## src/rtl/l1a_fifo_pkg.sv

```systemverilog
// +----------------------------------------------------------------------------+
// | Module : l1a_fifo_pkg                                                      |
// | Brief  : Shared constants and write-FSM encoding for the L1A event FIFO.   |
// | Rev    : 1.0 - initial release                                             |
// +----------------------------------------------------------------------------+
`default_nettype none

package l1a_fifo_pkg;

    localparam logic [7:0] TAG_B4_DFLT = 8'hB4;
    localparam logic [7:0] TAG_B5_DFLT = 8'hB5;
    localparam int         REC_LEN     = 4;

    typedef logic [2:0] wstate_t;

    localparam logic [2:0] W_IDLE = 3'd0;
    localparam logic [2:0] W_B4   = 3'd1;
    localparam logic [2:0] W_L1L  = 3'd2;
    localparam logic [2:0] W_L1H  = 3'd3;
    localparam logic [2:0] W_B5   = 3'd4;

    function automatic logic even_par(input logic [7:0] b);
        return ^b;
    endfunction

endpackage

`default_nettype wire

```

## src/rtl/l1a_event_fifo_if.sv

```systemverilog
// +----------------------------------------------------------------------------+
// | Module : l1a_event_fifo_if                                                 |
// | Brief  : Checker-side bundle of the L1A event FIFO (L1A_FIFO_PARITY_EN     |
// |          adds DOUT_PERR).                                                  |
// | Rev    : 1.0 - initial release                                             |
// +----------------------------------------------------------------------------+
`default_nettype none

interface l1a_event_fifo_if #(
    parameter int ADDR_W = 6
);
    logic              L1A;
    logic              EVCNT_RST;
    logic              RD_EN;
    logic              CLR_OVFL;
    logic [7:0]        DOUT;
    logic              MT;
    logic              LAST;
    logic              NEW_EVENT;
    logic              FULL;
    logic              OVFL;
    logic [15:0]       L1A_NUM;
    logic [ADDR_W-2:0] REC_CNT;
`ifdef L1A_FIFO_PARITY_EN
    logic              DOUT_PERR;

    modport master (
        output L1A, EVCNT_RST, RD_EN, CLR_OVFL,
        input  DOUT, MT, LAST, NEW_EVENT, FULL, OVFL, L1A_NUM, REC_CNT, DOUT_PERR
    );
    modport slave (
        input  L1A, EVCNT_RST, RD_EN, CLR_OVFL,
        output DOUT, MT, LAST, NEW_EVENT, FULL, OVFL, L1A_NUM, REC_CNT, DOUT_PERR
    );
`else
    modport master (
        output L1A, EVCNT_RST, RD_EN, CLR_OVFL,
        input  DOUT, MT, LAST, NEW_EVENT, FULL, OVFL, L1A_NUM, REC_CNT
    );
    modport slave (
        input  L1A, EVCNT_RST, RD_EN, CLR_OVFL,
        output DOUT, MT, LAST, NEW_EVENT, FULL, OVFL, L1A_NUM, REC_CNT
    );
`endif
endinterface

`default_nettype wire

```

## src/rtl/l1a_fifo_ram.sv

```systemverilog
// +----------------------------------------------------------------------------+
// | Module : l1a_fifo_ram                                                      |
// | Brief  : Simple dual-port RAM, sync write, registered read with enable.    |
// | Rev    : 1.0 - initial release                                             |
// +----------------------------------------------------------------------------+
`default_nettype none

module l1a_fifo_ram #(
    parameter int ADDR_W = 6,
    parameter int DATA_W = 8
) (
    input  wire logic              CLK,
    input  wire logic              RST_N,
    input  wire logic              i_we,
    input  wire logic [ADDR_W-1:0] i_waddr,
    input  wire logic [DATA_W-1:0] i_wdata,
    input  wire logic              i_re,
    input  wire logic [ADDR_W-1:0] i_raddr,
    output logic      [DATA_W-1:0] o_rdata
);

    logic [DATA_W-1:0] r_mem [0:(1<<ADDR_W)-1];
    logic [DATA_W-1:0] r_rdata;

    always_ff @(posedge CLK) begin
        if (i_we)
            r_mem[i_waddr] <= i_wdata;
    end

    // Read register is reset so the popped-byte output starts at zero.
    always_ff @(posedge CLK or negedge RST_N) begin
        if (!RST_N)
            r_rdata <= '0;
        else if (i_re)
            r_rdata <= r_mem[i_raddr];
    end

    assign o_rdata = r_rdata;

endmodule

`default_nettype wire

```

## src/rtl/l1a_event_fifo.sv

```systemverilog
// +----------------------------------------------------------------------------+
// | Module : l1a_event_fifo                                                    |
// | Brief  : L1A counter plus byte FIFO of 4-byte event records (B4,lo,hi,B5). |
// |          Define L1A_FIFO_PARITY_EN for a 9-bit RAM and DOUT_PERR.          |
// | Rev    : 1.0 - initial release                                             |
// +----------------------------------------------------------------------------+
`default_nettype none

module l1a_event_fifo
    import l1a_fifo_pkg::*;
#(
    parameter int         ADDR_W = 6,
    parameter logic [7:0] TAG_B4 = TAG_B4_DFLT,
    parameter logic [7:0] TAG_B5 = TAG_B5_DFLT
) (
    input  wire logic        CLK,
    input  wire logic        RST_N,
    l1a_event_fifo_if.slave  bus
);

    localparam int              c_DEPTH    = 1 << ADDR_W;
    localparam logic [ADDR_W:0] c_FULL_LIM = (ADDR_W+1)'(c_DEPTH - REC_LEN);
    localparam logic [ADDR_W:0] c_ONE      = (ADDR_W+1)'(1);
`ifdef L1A_FIFO_PARITY_EN
    localparam int              c_DATA_W   = 9;
`else
    localparam int              c_DATA_W   = 8;
`endif

    wstate_t           r_state;
    wstate_t           w_state_nxt;
    logic [1:0]        r_pend;
    logic [15:0]       r_pend_num [0:3];
    logic [15:0]       r_evt_num;
    logic [15:0]       r_l1a_num;
    logic [ADDR_W:0]   r_wr_ptr;
    logic [ADDR_W:0]   r_rd_ptr;
    logic [ADDR_W-2:0] r_rec_cnt;
    logic              r_ovfl;

    logic [ADDR_W:0]   w_used;
    logic              w_full;
    logic              w_full_b5;
    logic              w_mt;
    logic [15:0]       w_cnt_nxt;
    logic              w_idle;
    logic              w_idle_evt;
    logic              w_b5_go;
    logic              w_pop;
    logic              w_start;
    logic              w_direct;
    logic              w_push_req;
    logic              w_push_ok;
    logic              w_drop;
    logic [1:0]        w_q_idx;
    logic              w_we;
    logic              w_rd;
    logic              w_rec_inc;
    logic              w_rec_dec;
    logic [7:0]        w_byte;
    logic [c_DATA_W-1:0] w_wdata;
    logic [c_DATA_W-1:0] w_rdata;

    assign w_used    = r_wr_ptr - r_rd_ptr;
    assign w_full    = w_used > c_FULL_LIM;
    // Space check as it will stand once the B5 byte is written this cycle.
    assign w_full_b5 = (w_used + c_ONE) > c_FULL_LIM;
    assign w_mt      = (r_rec_cnt == '0);

    assign w_cnt_nxt = bus.EVCNT_RST ? 16'h0000 :
                       bus.L1A       ? r_l1a_num + 16'h0001 : r_l1a_num;

    assign w_idle     = (r_state == W_IDLE);
    assign w_idle_evt = w_idle && ((r_pend != 2'd0) || bus.L1A);
    assign w_b5_go    = (r_state == W_B5) && (r_pend != 2'd0) && !w_full_b5;
    assign w_pop      = (w_idle_evt && (r_pend != 2'd0)) || w_b5_go;
    assign w_start    = (w_idle_evt && !w_full) || w_b5_go;
    assign w_direct   = w_idle && (r_pend == 2'd0) && bus.L1A;
    assign w_push_req = bus.L1A && !w_direct;
    assign w_push_ok  = w_push_req && ((r_pend != 2'd3) || w_pop);
    assign w_drop     = (w_push_req && !w_push_ok) || (w_idle_evt && w_full);
    assign w_q_idx    = r_pend - {1'b0, w_pop};

    always_comb begin
        w_state_nxt = r_state;
        case (r_state)
            W_IDLE:  w_state_nxt = w_start ? W_B4 : W_IDLE;
            W_B4:    w_state_nxt = W_L1L;
            W_L1L:   w_state_nxt = W_L1H;
            W_L1H:   w_state_nxt = W_B5;
            W_B5:    w_state_nxt = w_b5_go ? W_B4 : W_IDLE;
            default: w_state_nxt = W_IDLE;
        endcase
    end

    always_ff @(posedge CLK or negedge RST_N) begin
        if (!RST_N) begin
            r_state   <= W_IDLE;
            r_pend    <= 2'd0;
            r_evt_num <= 16'h0000;
            r_l1a_num <= 16'h0000;
            r_ovfl    <= 1'b0;
            for (int i = 0; i < 4; i++)
                r_pend_num[i] <= 16'h0000;
        end else begin
            r_state   <= w_state_nxt;
            r_l1a_num <= w_cnt_nxt;
            r_pend    <= r_pend + {1'b0, w_push_ok} - {1'b0, w_pop};
            if (w_start)
                r_evt_num <= (r_pend != 2'd0) ? r_pend_num[0] : w_cnt_nxt;
            if (w_pop) begin
                r_pend_num[0] <= r_pend_num[1];
                r_pend_num[1] <= r_pend_num[2];
                r_pend_num[2] <= r_pend_num[3];
            end
            // Queued numbers keep each pending event tied to its own L1A count.
            if (w_push_ok)
                r_pend_num[w_q_idx] <= w_cnt_nxt;
            if (w_drop)
                r_ovfl <= 1'b1;
            else if (bus.CLR_OVFL)
                r_ovfl <= 1'b0;
        end
    end

    always_comb begin
        w_byte = TAG_B5;
        case (r_state)
            W_B4:    w_byte = TAG_B4;
            W_L1L:   w_byte = r_evt_num[7:0];
            W_L1H:   w_byte = r_evt_num[15:8];
            default: w_byte = TAG_B5;
        endcase
    end

`ifdef L1A_FIFO_PARITY_EN
    assign w_wdata = {even_par(w_byte), w_byte};
`else
    assign w_wdata = w_byte;
`endif

    assign w_we      = !w_idle;
    assign w_rd      = bus.RD_EN && !w_mt;
    assign w_rec_inc = (r_state == W_B5);
    assign w_rec_dec = w_rd && (r_rd_ptr[1:0] == 2'd3);

    always_ff @(posedge CLK or negedge RST_N) begin
        if (!RST_N) begin
            r_wr_ptr  <= '0;
            r_rd_ptr  <= '0;
            r_rec_cnt <= '0;
        end else begin
            if (w_we)
                r_wr_ptr <= r_wr_ptr + c_ONE;
            if (w_rd)
                r_rd_ptr <= r_rd_ptr + c_ONE;
            if (w_rec_inc && !w_rec_dec)
                r_rec_cnt <= r_rec_cnt + 1'b1;
            else if (w_rec_dec && !w_rec_inc)
                r_rec_cnt <= r_rec_cnt - 1'b1;
        end
    end

    l1a_fifo_ram #(
        .ADDR_W (ADDR_W),
        .DATA_W (c_DATA_W)
    ) u_ram (
        .CLK     (CLK),
        .RST_N   (RST_N),
        .i_we    (w_we),
        .i_waddr (r_wr_ptr[ADDR_W-1:0]),
        .i_wdata (w_wdata),
        .i_re    (w_rd),
        .i_raddr (r_rd_ptr[ADDR_W-1:0]),
        .o_rdata (w_rdata)
    );

    assign bus.DOUT      = w_rdata[7:0];
    assign bus.MT        = w_mt;
    assign bus.LAST      = (r_rec_cnt == (ADDR_W-1)'(1));
    assign bus.NEW_EVENT = (r_rd_ptr[1:0] == 2'd0) && !w_mt;
    assign bus.FULL      = w_full;
    assign bus.OVFL      = r_ovfl;
    assign bus.L1A_NUM   = r_l1a_num;
    assign bus.REC_CNT   = r_rec_cnt;
`ifdef L1A_FIFO_PARITY_EN
    assign bus.DOUT_PERR = ^w_rdata;
`endif

endmodule

`default_nettype wire
```

## src/flat_wrapper.sv

```systemverilog
// flat-port wrapper written by rule: the top's interface ports become plain ports
module l1a_event_fifo_flat import l1a_fifo_pkg::*;
#(
    parameter int         ADDR_W = 6,
    parameter logic [7:0] TAG_B4 = TAG_B4_DFLT,
    parameter logic [7:0] TAG_B5 = TAG_B5_DFLT
)
  (CLK, RST_N, bus_L1A, bus_EVCNT_RST, bus_RD_EN, bus_CLR_OVFL, bus_DOUT, bus_MT, bus_LAST, bus_NEW_EVENT, bus_FULL, bus_OVFL, bus_L1A_NUM, bus_REC_CNT);
  l1a_event_fifo_if #(.ADDR_W(ADDR_W)) bus_i ();
  input  wire logic CLK;
  input  wire logic RST_N;
  input wire logic [$bits(bus_i.L1A)-1:0] bus_L1A;
  input wire logic [$bits(bus_i.EVCNT_RST)-1:0] bus_EVCNT_RST;
  input wire logic [$bits(bus_i.RD_EN)-1:0] bus_RD_EN;
  input wire logic [$bits(bus_i.CLR_OVFL)-1:0] bus_CLR_OVFL;
  output wire logic [$bits(bus_i.DOUT)-1:0] bus_DOUT;
  output wire logic [$bits(bus_i.MT)-1:0] bus_MT;
  output wire logic [$bits(bus_i.LAST)-1:0] bus_LAST;
  output wire logic [$bits(bus_i.NEW_EVENT)-1:0] bus_NEW_EVENT;
  output wire logic [$bits(bus_i.FULL)-1:0] bus_FULL;
  output wire logic [$bits(bus_i.OVFL)-1:0] bus_OVFL;
  output wire logic [$bits(bus_i.L1A_NUM)-1:0] bus_L1A_NUM;
  output wire logic [$bits(bus_i.REC_CNT)-1:0] bus_REC_CNT;
  assign bus_i.L1A = bus_L1A;
  assign bus_i.EVCNT_RST = bus_EVCNT_RST;
  assign bus_i.RD_EN = bus_RD_EN;
  assign bus_i.CLR_OVFL = bus_CLR_OVFL;
  assign bus_DOUT = bus_i.DOUT;
  assign bus_MT = bus_i.MT;
  assign bus_LAST = bus_i.LAST;
  assign bus_NEW_EVENT = bus_i.NEW_EVENT;
  assign bus_FULL = bus_i.FULL;
  assign bus_OVFL = bus_i.OVFL;
  assign bus_L1A_NUM = bus_i.L1A_NUM;
  assign bus_REC_CNT = bus_i.REC_CNT;
  l1a_event_fifo #(.ADDR_W(ADDR_W), .TAG_B4(TAG_B4), .TAG_B5(TAG_B5)) u_core (.CLK(CLK), .RST_N(RST_N), .bus(bus_i));
endmodule
```

## config.mk

```make
export PLATFORM = sky130hd
export DESIGN_NAME = l1a_event_fifo_flat
export DESIGN_NICKNAME = d
export VERILOG_FILES = /design/src/rtl/l1a_fifo_pkg.sv /design/src/rtl/l1a_event_fifo_if.sv /design/src/rtl/l1a_fifo_ram.sv /design/src/rtl/l1a_event_fifo.sv /design/src/flat_wrapper.sv
export SDC_FILE = /design/constraint.sdc
export NUM_CORES = 1
export LEC_CHECK = 0
export BUFFER_PORTS_ARGS = -buffer_cell sky130_fd_sc_hd__buf_2
export CAP_MARGIN = 40
export CORE_AREA = 5 5 212 214
export CTS_CLUSTER_DIAMETER = 50
export DETAILED_ROUTE_END_ITERATION = 7
export DIE_AREA = 0 0 217 219
export GPL_TIMING_DRIVEN = 1
export PLACE_DENSITY = 0.89
export SYNTH_ARGS = -nofsm -noshare
export SYNTH_HDL_FRONTEND = slang
export SYNTH_SLANG_ARGS = --single-unit
```

## constraint.sdc

```tcl
create_clock -name CLK -period 11.1 [get_ports CLK]
set_input_delay 0 -clock CLK [delete_from_list [all_inputs] [get_ports CLK]]
set_output_delay 0 -clock CLK [all_outputs]
set_load 0.005 [all_outputs]
```

# After elaboration in Yosys (flattened, before gate mapping)
# Memory sizes are Yosys's and may differ from the RTL's. A register that Yosys moved wholly into a read port is not among the register bits.
# Index checks and enable logic that the tools add are counted.
# word_totals
reg_bits,121
mem_bits_rw,512
in_bits,6
wordCells,89
mem_count,1
# op_classes
add_sub_neg,10
n_lt_le_gt_ge,4
eq_ne,7
muxes,17
n_bitwise,1
reduce_logical,37
# mem_list
memory,words,word_bits,read_ports,rd_clocked_by_memory_dff,write_ports,line,text
u_core.u_ram.r_mem,64,8,1,1,1,l1a_fifo_ram.sv:22,logic [DATA_W-1:0] r_mem [0:(1<<ADDR_W)-1];
# op_table
operator,count
64-bit bitwise mux,1
16-bit 2-to-1 mux,4
64-bit 2-to-1 mux,1
48-bit 2-to-1 mux,1
16-bit demux with 2-bit select,1
8-bit one-hot mux with 3 select lines,1
7-bit by 1-bit adder with 7-bit output (second input constant),3
1-bit logical AND,17
16-bit by 1-bit adder with 16-bit output (second input constant),1
3-bit one-hot mux with 5 select lines,1
7-bit by 6-bit greater-than comparator with 1-bit output (second input constant),2
5-bit 2-to-1 mux,2
1-bit zero test,8
7-bit subtractor,1
3-bit by 2-bit == test with 1-bit output (second input constant),2
2-bit nonzero test,3
5-bit by 1-bit adder with 5-bit output (second input constant),1
5-bit by 1-bit == test with 1-bit output (second input constant),1
5-bit zero test,1
1-bit logical OR,5
1-bit 2-to-1 mux,5
5-bit by 1-bit subtractor with 5-bit output (second input constant),1
2-bit zero test,2
2-bit by 1-bit subtractor with 2-bit output,2
other kinds (9),9

# Logic depth before layout (Yosys ltp)
# Gate-level depths: netlist of run 1.
# logic_depth
ltp_word,14
depth_mapped,17
mapped_depth_nobuf,15

# Modules after synthesis
# From an unflattened synthesis of run 1, not the netlist that was laid out.
# unflattened
hier_cells,1618
hier_area_um2,26778.2
# by_module_without_submodules
module,n_inst,cells_each,area_per_inst_um2,seq_area_each_um2
l1a_fifo_ram,1,939,20226.9,15574.9
l1a_event_fifo,1,679,6551.3,3027.9

# Worst setup path before layout of run 1
# OpenSTA, ideal clock, no wires.
# synth_timing
kind,reg-to-reg
from,reg u_core.r_rd_ptr[1]
to,reg with a tool-made name
setup_time_ns,0.128
t_arrival_ns,4.481
t_required_ns,10.972
setup_slack_ns,6.492
path_stages_with_launch,18
path_cell_list,dfrtp_1 clkbuf_1 clkbuf_1 inv_1 fa_1 a211oi_1 o21bai_1 a21oi_1 xnor2_1 mux2i_1 a21boi_1 buf_1 ha_1 xnor2_1 nor2_1 nand2_1 buf_2 mux2_1
# synth_lines
item,line,text
from (decl),l1a_event_fifo.sv:37,logic [ADDR_W:0] r_rd_ptr;
from (signal assigned),l1a_event_fifo.sv:156,r_rd_ptr <= r_rd_ptr + c_ONE;

==> metrics.txt, run 1 <==
Leak Pwr=10.5 nW; Die X=217 um; worst path cell trace=inv_1 > fa_1 > a211oi_1 > o21bai_1 > a21oi_1 > xnor2_1 > mux2i_1 > a21boi_4 > buf_4 > ha_1 > xnor2_1 > nor2_1 > nand2_1 > mux2_1; Crit path arrival time=6.40 ns; Via density=6.62; DIE AREA=0.0475 mm^2; area delta synth->final=11.2%; area occupied by registers=0.0186 mm^2; met2 wire len=30.1 mm; CTS Buf Count=60; Core ar.=0.0427 mm^2; Worst-path clk slew=0.07 ns; # diodes=0; Initial Util=61.0%; post-synthesis cell type count=43; pin count of the biggest net entering global routing=65; register area share after synthesis=71.4%; Mapped Cells=1,378; Final Power=7.58 mW; crit start category=register; Placer Congestion=0.862; synth cell count leaders=512 x edfxtp_1, 168 x mux4_2, 129 x dfrtp_1, 107 x mux2i_1, 102 x nor2_1; RSZ-0062 raised after global routing=no; Slew HR=39.3%; cell taking the most area after synthesis=edfxtp_1; CTS tree=built; grt ovf=0; via count=13,500; CP dominant cell by count=xnor2_1; Final WS setup=5.18 ns; vias in the first global route=14,200; Hold Violations, Final=0; Yosys reg bits=641; final setup skew=0.0302 ns; period utilization=53.4%; Site Rows=76; Final TNS setup=0 ns; share of flip-flops with an asynchronous set or reset=20.1%; Placement Cell Area=0.0270 mm^2; Setup violations, final=0; share of the synthesized area in the top cell type=59.0%; critical path startpoint=u_core.r_rd_ptr[1]$_DFFE_PN0P_; CP Class=register to register; r2r setup slk=5.18 ns; die height=219 um; initial antenna violation count=1; reg2reg start=u_core.r_rd_ptr[1]$_DFFE_PN0P_; initial DRC count=1,702; cell area after layout=0.0290 mm^2; Worst Setup End Kind=register; Antenna Violating Nets Remaining=0; WP data required=11.58 ns; worst min path class=input pin to register; Largest stage delay, worst path=1.00 ns; Max-Cap Viols=0; first-pass GRT wire length=90.2 mm; multi-input logic area=0.00707 mm^2; minimum clock period=5.92 ns; CP max-delay cell=dfrtp_4; Root Driver=clkbuf_16; hold slack=0.0492 ns; clk_lat worst skew=0.62 ns; total power per unit cell area=261 mW/mm^2; Synth Flop Type=edfxtp_1; Port Buffers=39; Slew Limit Fails=0; syn_area_per_cell=18.9 um^2; DR pass1 iterations=8; H-tree levels=2; post-cts sizing count=0; GRT Total Usage=25.5%; Post-Syn Area=0.0261 mm^2; number of synthesized flops with an enable pin=512; Worst Tran Pin Value=0.907 ns; max layer used=met5; met1 WL=21.7 mm; drt wl/cell=29.1 um; DPL Wire Length=35.4 mm; R2R depth=14; Post-CTS Setup Bufs=0; Net count, final=1,459; Synth area leaders=edfxtp_1 59%, mux4_2 15%, dfrtp_1 12%; CP Max Fanout=61; # IOs=40; CTS max path bufs=3; share of layout cells above drive strength 1=23.7%; drt drc=0; hold buffers post-CTS=7; Min-Delay Path Depth=4; Fmax=169 MHz; synthesized net count=1,401; yosys warns=0; clock sink count=641; status=completed; WL final=59.0 mm; met3 wire length=4.43 mm; count leader, synth=edfxtp_1; Filler Cells Inserted=2,495; worst vdd ir=0.158 mV; dpl ws=5.58 ns
## cells in the final DEF (no fill, tap or decap), types with 3 or more instances in the layout
| cell type | instances |
|---|---|
| ha_1 | 16 |
| inv_1 | 14 |
| bufinv_16 | 6 |
| o21ai_1 | 20 |
| or2_1 | 16 |
| and3_1 | 4 |
| nor3_1 | 8 |
| or2_2 | 3 |
| nand2_1 | 42 |
| clkbuf_8 | 4 |
| inv_2 | 15 |
| nor2_1 | 99 |
| buf_4 | 16 |
| nor2b_1 | 6 |
| mux4_2 | 168 |
| edfxtp_1 | 512 |
| nand2_2 | 4 |
| mux2i_1 | 106 |
| dfrtp_1 | 127 |
| o21ai_0 | 3 |
| mux2_1 | 18 |
| nand2b_1 | 6 |
| clkinv_2 | 7 |
| nand4_1 | 11 |
| buf_16 | 3 |
| xor2_1 | 18 |
| buf_12 | 4 |
| nand3_1 | 8 |
| buf_2 | 38 |
| or3_1 | 3 |
| and2_1 | 4 |
| a21oi_1 | 21 |
| xnor2_1 | 22 |
| clkinv_1 | 11 |
| dlygate4sd3_1 | 6 |
| clkbuf_1 | 19 |
| clkbuf_16 | 61 |
| nor2_4 | 3 |
| mux2_2 | 8 |
## registers in the layout, indices dropped and copies added (netlist names), named ones only
register              count
u_core.u_ram.r_mem      512
u_core.bus.L1A_NUM       16
u_core.r_evt_num         16
u_core.bus.OVFL           1
u_core.r_pend_num        48
u_core.r_pend             2
u_core.u_ram.o_rdata      8
u_core.r_rd_ptr           7
u_core.r_wr_ptr           7
u_core.r_state            3
u_core.bus.REC_CNT        5
## through the flow
| stage | util [%] | std cells |
|---|---|---|
| 6_report | 67.9 | 2032 |
| 3_3_place_gp | 62.8 | 1905 |
| 2_1_floorplan | - | 1378 |
| 3_5_place_dp | 63.2 | 1913 |
| 4_1_cts | 67.9 | 2032 |
| 5_1_grt | 67.9 | 2032 |
## kinds of logic (layout without fill, tap and decap cells)
| kind of cell | count (synthesis) | after routing | synth area share [%] |
|---|---|---|---|
| AOI/OAI and AO/OA | 50 | 50 | 1.02 |
| muxes | 301 | 301 | 19.7 |
| and+or+nand+nor | 226 | 226 | 3.98 |
| adders and majority gates | 17 | 17 | 0.845 |
| buffers and inverters | 103 | 211 | 1.69 |
| DFF | 641 | 641 | 71.4 |
| xor gates and xnor gates | 40 | 40 | 1.34 |
## worst max-delay path, delay by kind of cell, from the launching register on
family          cells  cell delay [ns]
flops               1             1.00
mux                 2             0.94
compound gates      4             0.96
buf+inv             2             0.65
simple gates        2             0.62
fa+ha+maj           2             0.87
xor+xnor            2             0.71
## final cells by class
type,count,share of cell area [%]
clock buffers,84,5.70
clock inverters,28,0.997
inverters,29,0.375
multi-input cells,634,24.4
flip-flops and latches,641,64.2
well taps,546,2.36
repair buffers,70,1.98
## per-layer routing
| metal | up-vias | track usage (%) |
|---|---|---|
| met1 | 7015 | 33.0 |
| met3 | 174 | 4.80 |
| met4 | 2 | 11.3 |
| met2 | 732 | 43.0 |
| li1 | 5528 | - |
| met5 | - | 0 |
## worst min path at each step
stage / startpoint / to / slack [ns]
after floorplan: RST_N / asynchronous set/reset pin / -0.30
after global placement: RST_N / u_core.bus.L1A_NUM[11]$_DFF_PN0_ / -0.05
after detailed placement: RST_N / u_core.bus.L1A_NUM[9]$_DFF_PN0_ / -0.04
after CTS: bus_L1A / u_core.r_pend_num[32]$_DFF_PN0_ / 0.001
after global routing: bus_L1A / u_core.bus.L1A_NUM[0]$_DFF_PN0_ / 0.08
final: bus_L1A / u_core.r_pend_num[32]$_DFF_PN0_ / 0.05
## report_power, final
part / switching [mW] / total [mW] / internal, mW
logic: 1.38 / 2.35 / 0.963
clock network: 0.865 / 2.04 / 1.18
registers: 0.192 / 3.19 / 3.00
total: 2.44 / 7.58 / 5.14
Power figures use the tool's default switching activity.
==> inputs of run 2 (changes only) <==
--- a/config.mk
+++ b/config.mk
@@ -5,14 +5,15 @@
 export SDC_FILE = /design/constraint.sdc
 export NUM_CORES = 1
 export LEC_CHECK = 0
+export ABC_AREA = 1
 export BUFFER_PORTS_ARGS = -buffer_cell sky130_fd_sc_hd__buf_2
 export CAP_MARGIN = 40
-export CORE_AREA = 5 5 212 214
+export CORE_AREA = 5 5 225 227
 export CTS_CLUSTER_DIAMETER = 50
 export DETAILED_ROUTE_END_ITERATION = 7
-export DIE_AREA = 0 0 217 219
+export DIE_AREA = 0 0 230 232
 export GPL_TIMING_DRIVEN = 1
-export PLACE_DENSITY = 0.89
+export PLACE_DENSITY = 0.86
 export SYNTH_ARGS = -nofsm -noshare
 export SYNTH_HDL_FRONTEND = slang
 export SYNTH_SLANG_ARGS = --single-unit
==> constraint.sdc (replaced) <==
create_clock -name CLK -period 5.1 [get_ports CLK]
set_input_delay 0 -clock CLK [delete_from_list [all_inputs] [get_ports CLK]]
set_output_delay 0 -clock CLK [all_outputs]
set_load 0.005 [all_outputs]
==> run 2 against run 1 <==
Net effect: area after synthesis is 4.2% higher; critical path depth up 3; final area up 3.7%; via count increased by 50%; sequential cell count unchanged; synthesized cell count increased by 79%; worst setup slack worse by 4.4 ns; first-iteration DRC count up 84%.
==> metrics.txt, run 2 <==
status=completed; r2r setup slk=0.80 ns; Port Buffers=39; Setup violations, final=0; post-synthesis cell type count=39; worst r2r dst=u_core.bus.OVFL$_DFFE_PN0P_; cell area after layout=0.0301 mm^2; drt wl/cell=22.0 um; area delta synth->final=10.6%; vias in the first global route=20,000; share of layout cells above drive strength 1=7.83%; WP data required=5.68 ns; grt ovf=0; Crit path arrival time=4.88 ns; reg2reg start=u_core.r_rd_ptr[0]$_DFFE_PN0P_; Largest register FFs=512; period utilization=84.2%; Final Power=18.4 mW; Leak Pwr=11.1 nW; via count=20,200; CTS Buf Count=61; Top Registers=u_core.u_ram.r_mem: 512 flops, u_core.r_pend_num: 48 flops; hold slack=0.318 ns; Placement Cell Area=0.0280 mm^2; Site Rows=81; Largest Register=u_core.u_ram.r_mem; Hold Violations, Final=0; CTS tree=built; GRT Total Usage=25.6%; Die X=230 um; share of the synthesized area in the top cell type=56.6%; worst vdd ir=0.448 mV; register area share after synthesis=68.5%; Slew Limit Fails=0; RSZ-0062 raised after global routing=no; first-pass GRT wire length=109 mm; Final TNS setup=0 ns; total power per unit cell area=612 mW/mm^2; die height=232 um; DR pass1 iterations=6; R2R depth=17; Root Driver=clkbuf_16; H-tree levels=2; CP Max Fanout=50; # IOs=40; CP Class=register to register; Yosys reg bits=641; synth cell count leaders=512 x edfxtp_1, 434 x nand2_1, 415 x nor2_1, 287 x o21ai_0, 129 x dfrtp_1; Final Non-Filler Cells=3,150; Worst Tran Pin Value=0.976 ns; worst min path class=input pin to register; Worst Setup EP=u_core.bus.OVFL$_DFFE_PN0P_; clock sink count=641; DIE AREA=0.0534 mm^2; Net count, final=2,498; cell taking the most area after synthesis=edfxtp_1; number of synthesized flops with an enable pin=512; WL final=69.4 mm; Via density=6.40; dpl ws=1.26 ns; Mapped Cells=2,466; DP Cell Count=3,023; Antenna Violating Nets Remaining=0; most frequent cells in the layout=512 x edfxtp_1, 434 x nand2_1, 414 x nor2_1; share of flip-flops with an asynchronous set or reset=20.1%; clk_lat worst skew=0.66 ns; count leader, synth=edfxtp_1; initial DRC count=3,128; initial antenna violation count=0; pin count of the biggest net entering global routing=117; Fmax=233 MHz; Initial Util=56.1%; commonest non-fill, non-tap cell in the layout=edfxtp_1; minimum clock period=4.30 ns; final setup skew=0.0382 ns; Core ar.=0.0484 mm^2; Synth Flop Type=edfxtp_1; syn_area_per_cell=11.0 um^2; yosys warns=0; synthesized net count=2,489; Post-Syn Area=0.0272 mm^2; Worst Setup End Kind=register; CTS max path bufs=3; # diodes=0; critical path startpoint=u_core.r_rd_ptr[0]$_DFFE_PN0P_; Worst-path clk slew=0.07 ns; drt drc=0; crit start category=register; end-of-flow core utilization=62.0%; DPL Wire Length=40.6 mm; Max-Cap Viols=0; Slew HR=34.9%; Placer Congestion=0.934; Final WS setup=0.805 ns; Synth area leaders=edfxtp_1 57%, dfrtp_1 12%, nand2_1 6.0%
[run 2: routing by layer]
metal | up-vias | share of wire (%) | track usage (%)
met2 | 1471 | 48 | 42.0
met5 | - | 0 | 0
met1 | 9673 | 35 | 33.4
met4 | 0 | 4.8 | 11.3
met3 | 267 | 12 | 5.32
li1 | 8755 | - | -
[run 2: worst min-delay path by stage]
| stage | depth (start not counted) | slack, ns | end | start |
|---|---|---|---|---|
| final | 3 | 0.32 | u_core.bus.L1A_NUM[11]$_DFF_PN0_ | bus_EVCNT_RST |
| after global routing | 3 | 0.33 | u_core.bus.L1A_NUM[11]$_DFF_PN0_ | bus_EVCNT_RST |
| after CTS | 3 | 0.28 | u_core.bus.L1A_NUM[11]$_DFF_PN0_ | bus_EVCNT_RST |
| after detailed placement | 1 | 0.10 | asynchronous set/reset pin | RST_N |
| after global placement | 1 | 0.09 | asynchronous set/reset pin | RST_N |
| after floorplan | 0 | -0.30 | asynchronous set/reset pin | RST_N |
[run 2: cell families (layout without fill, tap and decap cells)]
| group | after synthesis | count (layout) | share of synthesized area [%] |
|---|---|---|---|
| AND/OR/NAND/NOR | 1076 | 1076 | 16.5 |
| flip-flops | 641 | 641 | 68.5 |
| AO/OA/AOI/OAI | 467 | 467 | 9.83 |
| buffers and inverters | 239 | 301 | 3.58 |
| XOR/XNOR | 26 | 26 | 0.838 |
| adder cells (fa/ha/maj) | 17 | 17 | 0.811 |
[run 2: layout make-up]
cell class	count	area, um^2
Sequential cell	641	18600
Fill cell	3448	18400
Multi-Input combinational cell	1586	7650
Clock buffer	92	1740
Tap cell	622	778
Timing Repair Buffer	93	703
Inverter	92	350
Clock inverter	24	218
[run 2: timing repair]
action,4_1_cts,5_1_grt
buffers inserted,0,0
resized for setup,0,0
hold buffers,9,0
endpoints found under the hold margin,128,0
[run 2: where the power goes]
group,internal [mW],switching [mW],total (mW),leakage [nW]
logic,1.73,5.21,6.94,3.87
registers,6.75,0.296,7.04,6.32
clock network,2.47,1.96,4.42,0.950
total,10.9,7.46,18.4,11.1
[run 2: critical path, cell delays in order, from the launching register on]
cell and delay (ns):
dfrtp_4 0.64, ha_1 0.21, inv_1 0.08, fa_1 0.44
nand3_1 0.14, nand2_1 0.06, nand2_1 0.07, nand3_1 0.07
nor2_1 0.17, nand2_1 0.10, nand2_1 0.07, nand2_1 0.06
nand2_2 0.08, buf_4 0.45, nand3_4 0.54, buf_4 0.37
o21ai_0 0.13, dlygate4sd3_1 0.55
==> inputs of run 3 (changes only) <==
==> constraint.sdc (replaced) <==
create_clock -name CLK -period 3.6 [get_ports CLK]
set_input_delay 0 -clock CLK [delete_from_list [all_inputs] [get_ports CLK]]
set_output_delay 0 -clock CLK [all_outputs]
set_load 0.005 [all_outputs]
==> run 3 against run 2 <==
Net effect: worst setup slack worse by 0.62 ns; total power up 45%; sequential share of layout area down 1.1 points; register-to-register slack worse by 0.62 ns; first-iteration DRC count down 6.7%; critical path depth up 3; combinational power up 48%; die area unchanged; utilization up 1.1 points; non-clock buffer count up 46; final cell count up 1.5%; global-route usage up 0.36 points; largest power group is now combinational logic; highest routed layer unchanged.
==> metrics.txt, run 3 (synthesis results as in run 2) <==
status=completed; DPL Wire Length=41.5 mm; Filler Cells Inserted=3,360; worst min path class=input pin to register; Hold Violations, Final=0; Largest Register=u_core.u_ram.r_mem; clk_lat worst skew=0.64 ns; vias in the first global route=19,800; Crit path arrival time=3.97 ns; Worst Setup End Kind=register; combinational power share=38.5%; # IOs=40; Leak Pwr=11.4 nW; Largest register FFs=512; area delta synth->final=12.7%; switching power=10.8 mW; period utilization=94.9%; Placer Congestion=0.932; Int Pwr=16.0 mW; drt wl/cell=22.2 um; via count=20,200; CP Class=register to register; Initial Util=56.1%; met3 Use GR=6.25%; Placement Cell Area=0.0284 mm^2; CTS max path bufs=3; Sw Ratio=40.3%; Top Registers=u_core.u_ram.r_mem: 512 flops, u_core.r_pend_num: 48 flops; met1 Use GR=33.6%; Net count, final=2,544; worst vdd ir=0.857 mV; crit start category=register; CTS tree=built; Slew Limit Fails=0; Site Rows=81; pin count of the biggest net entering global routing=183; Die X=230 um; Final Power=26.7 mW; cell area after layout=0.0306 mm^2; share of layout cells above drive strength 1=10.0%; CP Max Fanout=16; WP data required=4.15 ns; Fmax=293 MHz; Slew HR=37.6%; minimum clock period=3.42 ns; initial antenna violation count=0; DIE AREA=0.0534 mm^2; busiest grt layer=met2; DR pass1 iterations=6; most frequent cells in the layout=512 x edfxtp_1, 434 x nand2_1, 410 x nor2_1; total power per unit cell area=873 mW/mm^2; Antenna Violating Nets Remaining=0; GR Util met2=42.3%; die height=232 um; Root Driver=clkbuf_16; first-pass GRT wire length=110 mm; grt ovf=0; clock network power share=24.3%; drt drc=0; Via density=6.32; H-tree levels=2; Core ar.=0.0484 mm^2; GRT Total Usage=26.0%; Max-Cap Viols=0; Setup violations, final=0; clock sink count=641; initial DRC count=2,918; commonest non-fill, non-tap cell in the layout=edfxtp_1; CTS Buf Count=60; Worst-path clk slew=0.06 ns; final setup skew=0.0247 ns; Flop pwr share=37.2%; WL final=71.0 mm; Worst Tran Pin Value=0.932 ns; Port Buffers=39
==> run 3: cell types whose count changed in the layout (fill, tap and decap cells not counted), sizes merged <==
cell,delta
buf,+47
clkbuf,-12
bufinv,+4
clkinvlp,+3
inv,+2
clkinv,+1
diode,+1
dlygate4sd3,-1
nand3,+1
==> run 3: power by group through the flow <==
stage | Combinational (mW) | Clock (mW) | Sequential (mW)
floorplan | 6.25 | 0 | 10.0
global placement | 9.18 | 0 | 10.0
detailed placement | 9.71 | 0 | 10.0
CTS | 9.87 | 6.51 | 9.91
global route | 11.1 | 6.87 | 9.97
finish | 10.3 | 6.50 | 9.93
==> run 3: critical path: stages, from the launching register on <==
cell and delay (ns):
dfrtp_1 0.44, inv_1 0.15, ha_1 0.17, inv_1 0.07, fa_1 0.44, nand3_1 0.16, nand2_1 0.07, nand2_1 0.09
nand3_1 0.07, nor2_1 0.15, nand2_1 0.08, nand2_1 0.06, nand2_1 0.06, nand2_2 0.07, nand2_1 0.09, ha_2 0.39
inv_1 0.12, nor2_2 0.22, buf_6 0.21, nand4_1 0.12, nand2_1 0.12
==> run 3: metrics by stage <==
step	worst slack (ns)	cells	util [%]	hold slack, ns	TNS (ns)
global route	-0.00708	3195	63.2	0.270	-0.0115
finish	0.182	3196	63.2	0.247	0
global placement	0.342	3065	58.4	0.180	0
floorplan	-0.0917	2466	-	-0.296	-1.83
detailed placement	0.209	3072	58.6	-0.0626	0
CTS	0.115	3194	63.0	0.229	0
==> run 3: path summary, 6_finish.rpt <==
path,start,end,slack [ns],cells past startpoint
worst min register to register,register,register,0.47,2
worst max-delay path,u_core.r_wr_ptr[0]$_DFFE_PN0N_,u_core.r_pend_num[52]$_DFF_PN0_,0.18,20
min in group asynchronous,RST_N,asynchronous set/reset pin,0.43,4
worst min-delay path,bus_CLR_OVFL,u_core.bus.OVFL$_DFFE_PN0P_,0.25,5
worst max register to register,u_core.r_wr_ptr[0]$_DFFE_PN0N_,u_core.r_pend_num[52]$_DFF_PN0_,0.18,20
max in group asynchronous,RST_N,u_core.r_rd_ptr[0]$_DFFE_PN0P_,2.39,5
==> run 3: routing by layer <==
metal	wire [um]	vias up
met3	8200	259
met1	25500	9710
li1	-	8870
met4	3420	0
met5	0	-
met2	33900	1368
==> run 3: timing repair <==
item	in CTS	in global routing
resized for setup	0	14
hold buffers	8	0
buffers inserted	0	0
setup endpoints to repair	0	69
endpoints found under the hold margin	164	0
==> run 3: layout make-up <==
cell class	instances	area, um^2	share of cell area, %
multi-input cells	1587	7720	25.2
clock buffers	80	1690	5.53
diodes	1	2.50	0.00817
clock inverters	34	343	1.12
repair buffers	139	1120	3.65
flip-flops and latches	641	18600	60.8
well taps	622	778	2.54
inverters	92	350	1.14
